<file path="config.mk">
export PLATFORM = sky130hd
export DESIGN_NAME = calc_result_display
export DESIGN_NICKNAME = d
export VERILOG_FILES = /design/src/rtl/calc_pkg.sv /design/src/rtl/calc_result_display_bcd_to_7seg.sv /design/src/rtl/calc_result_display.sv
export SDC_FILE = /design/constraint.sdc
export NUM_CORES = 1
export LEC_CHECK = 0
export ABC_AREA = 1
export CAP_MARGIN = 0
export CORE_UTILIZATION = 54
export DETAILED_ROUTE_END_ITERATION = 7
export PLACE_DENSITY = 0.79
export RECOVER_POWER = 100
export SETUP_SLACK_MARGIN = 0.4
export SKIP_CTS_REPAIR_TIMING = 1
export SLEW_MARGIN = 20
export SYNTH_ARGS = -nofsm -noshare
export SYNTH_HDL_FRONTEND = slang
export SYNTH_SLANG_ARGS = --single-unit
</file>
<file path="constraint.sdc">
create_clock -name clk -period 2.6 [get_ports clk]
set_clock_uncertainty 0.2 [all_clocks]
set_input_delay 0.65 -clock clk [delete_from_list [all_inputs] [get_ports clk]]
set_output_delay 0.65 -clock clk [all_outputs]
set_load 0.01 [all_outputs]
</file>
<file path="src/rtl/calc_pkg.sv">
// Shared types and constants for the calculator result display path.
// Latency: n/a (declarations only).
// Backpressure: n/a.
package calc_pkg;

  // Conversion controller states
  typedef enum logic [1:0] {
    IDLE,
    SHIFT,
    DONE
  } state_t;

  // Active-low gfedcba segment patterns
  localparam logic [6:0] SEG_0     = 7'h40;
  localparam logic [6:0] SEG_1     = 7'h79;
  localparam logic [6:0] SEG_2     = 7'h24;
  localparam logic [6:0] SEG_3     = 7'h30;
  localparam logic [6:0] SEG_4     = 7'h19;
  localparam logic [6:0] SEG_5     = 7'h12;
  localparam logic [6:0] SEG_6     = 7'h02;
  localparam logic [6:0] SEG_7     = 7'h78;
  localparam logic [6:0] SEG_8     = 7'h00;
  localparam logic [6:0] SEG_9     = 7'h10;
  localparam logic [6:0] SEG_BLANK = 7'h7F;

  // Number of decimal digits needed to show the largest nbits-wide unsigned value
  function automatic int min_digits(input int nbits);
    longint unsigned v;
    int d;
    v = (64'd1 << nbits) - 64'd1;
    d = 1;
    for (int i = 0; i < 20; i++) begin
      if (v >= 64'd10) begin
        v = v / 64'd10;
        d = d + 1;
      end
    end
    return d;
  endfunction

endpackage

</file>
<file path="src/rtl/calc_result_display_bcd_to_7seg.sv">
// Decodes one BCD digit to active-low 7-segment drive, with forced blank.
// Latency: combinational.
// Backpressure: none.
module bcd_to_7seg
  import calc_pkg::*;
(
  input  logic [3:0] i_bcd,
  input  logic       i_blank,
  output logic [6:0] o_seg
);

  // Digit lookup; blank overrides the digit value
  always_comb begin
    o_seg = SEG_BLANK;
    if (!i_blank) begin
      case (i_bcd)
        4'd0:    o_seg = SEG_0;
        4'd1:    o_seg = SEG_1;
        4'd2:    o_seg = SEG_2;
        4'd3:    o_seg = SEG_3;
        4'd4:    o_seg = SEG_4;
        4'd5:    o_seg = SEG_5;
        4'd6:    o_seg = SEG_6;
        4'd7:    o_seg = SEG_7;
        4'd8:    o_seg = SEG_8;
        4'd9:    o_seg = SEG_9;
        default: o_seg = SEG_BLANK;
      endcase
    end
  end

endmodule

</file>
<file path="src/rtl/calc_result_display.sv">
// Captures {Carry, C}, converts to BCD by double-dabble, drives registered 7-seg digits.
// Latency: outputs update Word_Length+2 cycles after the accepting edge, with a one-cycle Done pulse.
// Backpressure: none; Result_Valid is only honoured while idle, requests during a run are dropped.
module calc_result_display
  import calc_pkg::*;
#(
  parameter int Word_Length = 6,
  parameter int Num_Digits  = 3,
  parameter int Blank_Zeros = 1
) (
  input  logic                    clk,
  input  logic                    reset,
  input  logic [Word_Length-1:0]  C,
  input  logic                    Carry,
  input  logic                    Result_Valid,
  output logic                    Busy,
  output logic                    Done,
  output logic [4*Num_Digits-1:0] BCD,
  output logic [7*Num_Digits-1:0] Segments
);

  localparam int N  = Word_Length + 1;
  localparam int BW = 4 * Num_Digits;
  localparam int WW = BW + N;
  localparam int CW = $clog2(N + 1);

  // Display contents after reset: a lone '0' in digit 0
  function automatic logic [7*Num_Digits-1:0] seg_reset();
    logic [7*Num_Digits-1:0] s;
    for (int k = 0; k < Num_Digits; k++) begin
      s[7*k +: 7] = ((k > 0) && (Blank_Zeros != 0)) ? SEG_BLANK : SEG_0;
    end
    return s;
  endfunction

  localparam logic [7*Num_Digits-1:0] SEG_RST = seg_reset();

  // Too few digits for the widest input would silently truncate the display
  if (Num_Digits < min_digits(N)) begin : g_digit_check
    $error("calc_result_display: Num_Digits too small for Word_Length");
  end

  state_t          r_state;
  logic [WW-1:0]   r_work;
  logic [CW-1:0]   r_cnt;
  logic            r_busy;
  logic            r_done;
  logic [BW-1:0]   r_bcd;
  logic [7*Num_Digits-1:0] r_seg;

  logic [WW-1:0]   w_adj;
  logic [BW-1:0]   w_res;
  logic [Num_Digits-1:0]   w_blank;
  logic [7*Num_Digits-1:0] w_seg;

  assign w_res = r_work[WW-1:N];

  // Add-3 correction on each BCD digit of the work register before the next shift
  always_comb begin
    w_adj = r_work;
    for (int k = 0; k < Num_Digits; k++) begin
      if (r_work[N+4*k +: 4] >= 4'd5) begin
        w_adj[N+4*k +: 4] = r_work[N+4*k +: 4] + 4'd3;
      end
    end
  end

  // Leading-zero blanking: digit k goes dark when it and every digit above it are zero
  always_comb begin
    logic v_zero;
    w_blank = '0;
    v_zero  = 1'b1;
    for (int k = Num_Digits - 1; k >= 1; k--) begin
      v_zero     = v_zero & (w_res[4*k +: 4] == 4'd0);
      w_blank[k] = (Blank_Zeros != 0) & v_zero;
    end
  end

  for (genvar g = 0; g < Num_Digits; g++) begin : g_digit
    bcd_to_7seg u_seg (
      .i_bcd   (w_res[4*g +: 4]),
      .i_blank (w_blank[g]),
      .o_seg   (w_seg[7*g +: 7])
    );
  end

  // Conversion controller: capture, N shift steps, then publish result for one Done cycle
  always_ff @(posedge clk) begin
    if (!reset) begin
      r_state <= IDLE;
      r_work  <= '0;
      r_cnt   <= '0;
      r_busy  <= 1'b0;
      r_done  <= 1'b0;
      r_bcd   <= '0;
      r_seg   <= SEG_RST;
    end else begin
      case (r_state)
        IDLE: begin
          r_done <= 1'b0;
          if (Result_Valid) begin
            r_work  <= {{BW{1'b0}}, Carry, C};
            r_cnt   <= CW'(N);
            r_busy  <= 1'b1;
            r_state <= SHIFT;
          end
        end
        SHIFT: begin
          r_work <= w_adj << 1;
          r_cnt  <= r_cnt - CW'(1);
          if (r_cnt == CW'(1)) begin
            r_state <= DONE;
          end
        end
        DONE: begin
          r_bcd   <= w_res;
          r_seg   <= w_seg;
          r_done  <= 1'b1;
          r_busy  <= 1'b0;
          r_state <= IDLE;
        end
        default: begin
          r_state <= IDLE;
        end
      endcase
    end
  end

  assign Busy     = r_busy;
  assign Done     = r_done;
  assign BCD      = r_bcd;
  assign Segments = r_seg;

endmodule
</file>
==> impl_metrics.py <==
metrics = {
    "floorplan": {
        "num_rows": 27,
        "die_x_um": 79.7,
        "io_pins": 45,
        "core_area_mm2": 0.00568,
        "dieArea_mm2": 0.00635,
        "die_y_um": 79.7,
        "start_util_pct": 57.4,
    },
    "sta": {
        "worstMarginPinSlew_ns": 0.710,
        "hold_ws_ns": 0.255,
        "finalMaxSlewViolations": 0,
        "rsz0062_at_grt": "false",
        "finalHoldViolations": 0,
        "period_share_pct": 88.8,
        "fmax_mhz": 433,
        "setup_viol": 0,
        "relSlewSlack_pct": 52.5,
        "period_minus_slack_ns": 2.31,
    },
    "cells_and_area": {
        "stdcell_area_mm2": 0.00416,
        "nNetsFinal": 512,
        "area_delta_synth_final_pct": 27.5,
        "antenna_cells": 0,
        "drive_gt1_share_pct": 16.3,
        "fillerInstances": 428,
    },
    "synthesis": {
        "synth_edf_count": 0,
        "syn-cell-area_mm2": 0.00326,
        "async_reset_ff_share_pct": 0,
        "syn_inst": 408,
        "ys_seq_elements": 73,
        "ys.flop_type": "dfxtp_1",
        "ys_seq_area_share_pct": 44.8,
        "synth_cell_types": 36,
        "ys_warn_count": 0,
        "syn_avg_cell_area_um2": 7.99,
        "syn-num-nets": 440,
    },
    "clock_network": {
        "cts_tree": "built",
        "insertion_delay_ns": 0.35,
        "cts_buffers": 9,
        "clockBufferDepth": 2,
        "cts_root_buf": "clkbuf_8",
        "htree_levels": 3,
        "cts.clk_slew.worst_paths_ns": 0.07,
        "cts_sinks": 73,
    },
    "placement": {
        "numPortBuffers": 44,
        "place_area_mm2": 0.00387,
        "place.gp.congestion": 0.921,
        "dp.final_hpwl_um": 4990,
    },
    "setup_path": {
        "worst_setup_path_start_kind": "primary input",
        "critPathKind": "in -> reg",
        "crit_fanout": 12,
        "cp.required_ns": 2.70,
        "cp-end-kind": "flip-flop",
        "r2r-start": "r_state[1]$_SDFFE_PN0P_",
        "rrSetupSlack_ns": 0.32,
        "worst_ep_arrival_time_ns": 2.40,
        "rr_worst_depth": 9,
    },
    "route": {
        "finalWirelength_um": 7410,
        "ant_nets": 0,
        "drtIter0Drc": 168,
        "vias": 2944,
        "routedWlPerCell_um": 13.3,
        "vias_per_cell": 5.29,
        "drc_errors": 0,
        "firstDrtPassIters": 4,
    },
    "min_path": {
        "hold_path_depth": 2,
        "hold_end": "BCD[7]$_SDFFE_PN0P_",
        "hold_start": "BCD[7]$_SDFFE_PN0P_",
        "min_path_type": "reg -> reg",
    },
    "global_routing": {
        "grt_overflow": 0,
        "grt_antenna_before_repair": 0,
        "grt_usage_pct": 24.4,
        "grt_pass1_vias": 2700,
        "grt_pass1_wl_um": 11900,
        "grt_max_degree": 17,
    },
    "power_and_ir_drop": {
        "p_leak_uw": 0.00196,
        "irDropWorstVdd_uv": 456,
        "p_per_area_mw_per_mm2": 504,
    },
    "job": {
        "drv_cap": 0,
    },
    "run_status": {
        "status": "finished, final reports clean",
    },
}
-- where the power goes --
part	internal, uW	switching (uW)	total (uW)
Combinational	52.6	88.0	141
Sequential	1140	12.0	1150
Clock	395	410	805
Total	1580	510	2090
-- how the worst max path moves through the flow --
stage | slack (ns) | from | to
after floorplan | 0.40 | reset | flip-flop
after global placement | -0.02 | Result_Valid | flip-flop
after detailed placement | -0.16 | Result_Valid | flip-flop
after CTS | 0.21 | Result_Valid | flip-flop
after global routing | 0.21 | r_state[1]$_SDFFE_PN0P_ | flip-flop
final | 0.29 | Result_Valid | flip-flop
-- cell type report --
cell class | count | area [um^2] | area share [%]
inverter | 47 | 184 | 4.43
timing repair buffer | 71 | 612 | 14.7
clock buffer | 13 | 159 | 3.82
multi-input combinational | 278 | 1630 | 39.2
clock inverter | 3 | 15.0 | 0.361
sequential | 73 | 1470 | 35.3
tap | 72 | 90.1 | 2.17
-- logic make-up after synthesis --
group | share of synthesized area, %
simple gates | 25.0
compound gates | 13.6
fa+ha+maj | 8.45
xor+xnor | 0.806
buf+inv | 7.33
flops | 44.8
-- cell usage in the layout (no fill, tap or decap), drive strengths merged --
cell and count:
nand3b 2, o211ai 4, nand3 33, nor3 5
a21oi 22, xor2 3, clkinv 3, nor2 29
dfxtp 73, buf 21, o21a 2, nand2 112
o32a 7, a221oi 1, clkbuf 21, dlygate4sd3 35
a31oi 4, ha 22, o311ai 1, clkdlybuf4s50 7
o22ai 1, nand4 4, o21ai 26, inv 47
-- metal layers --
metal / GRT usage (%) / up-vias / wire, um
li1: - / 1479 / -
met1: 32.1 / 1381 / 3460
met2: 37.2 / 73 / 3450
met3: 7.66 / 11 / 390
met4: 9.45 / 0 / 118
met5: 0 / - / 0
-- through the flow --
stage	TNS [ns]	cells	utilization [%]	worst slack [ns]	power, uW
after CTS	0	549	71.3	0.212	2110
final	0	557	73.2	0.292	2090
after global routing	0	557	73.2	0.213	2180
after global placement	-0.0455	533	68.3	-0.0229	1310
after detailed placement	-0.517	533	68.3	-0.159	1320
after floorplan	0	408	-	0.403	1260
-- Yosys cell counts (all sizes together), types with 5 or more instances --
cell,number,area share [%]
nand2,112,13
dfxtp,73,45
inv,47,5.6
nand3,33,5.1
nor2,29,4.0
o21ai,26,5.0
a21oi,22,3.5
ha,22,8.4
buf,8,1.5
o32a,7,2.1
nor3,5,1.3
-- critical path: stages --
cell	delay, ns
clkbuf_1	0.12
o21ai_4	0.20
clkbuf_1	0.50
inv_1	0.22
o21ai_2	0.20
nand2_1	0.19
inv_2	0.12
o21ai_2	0.10
nand2_1	0.09
Note: power is estimated with default switching activity, not from simulation.
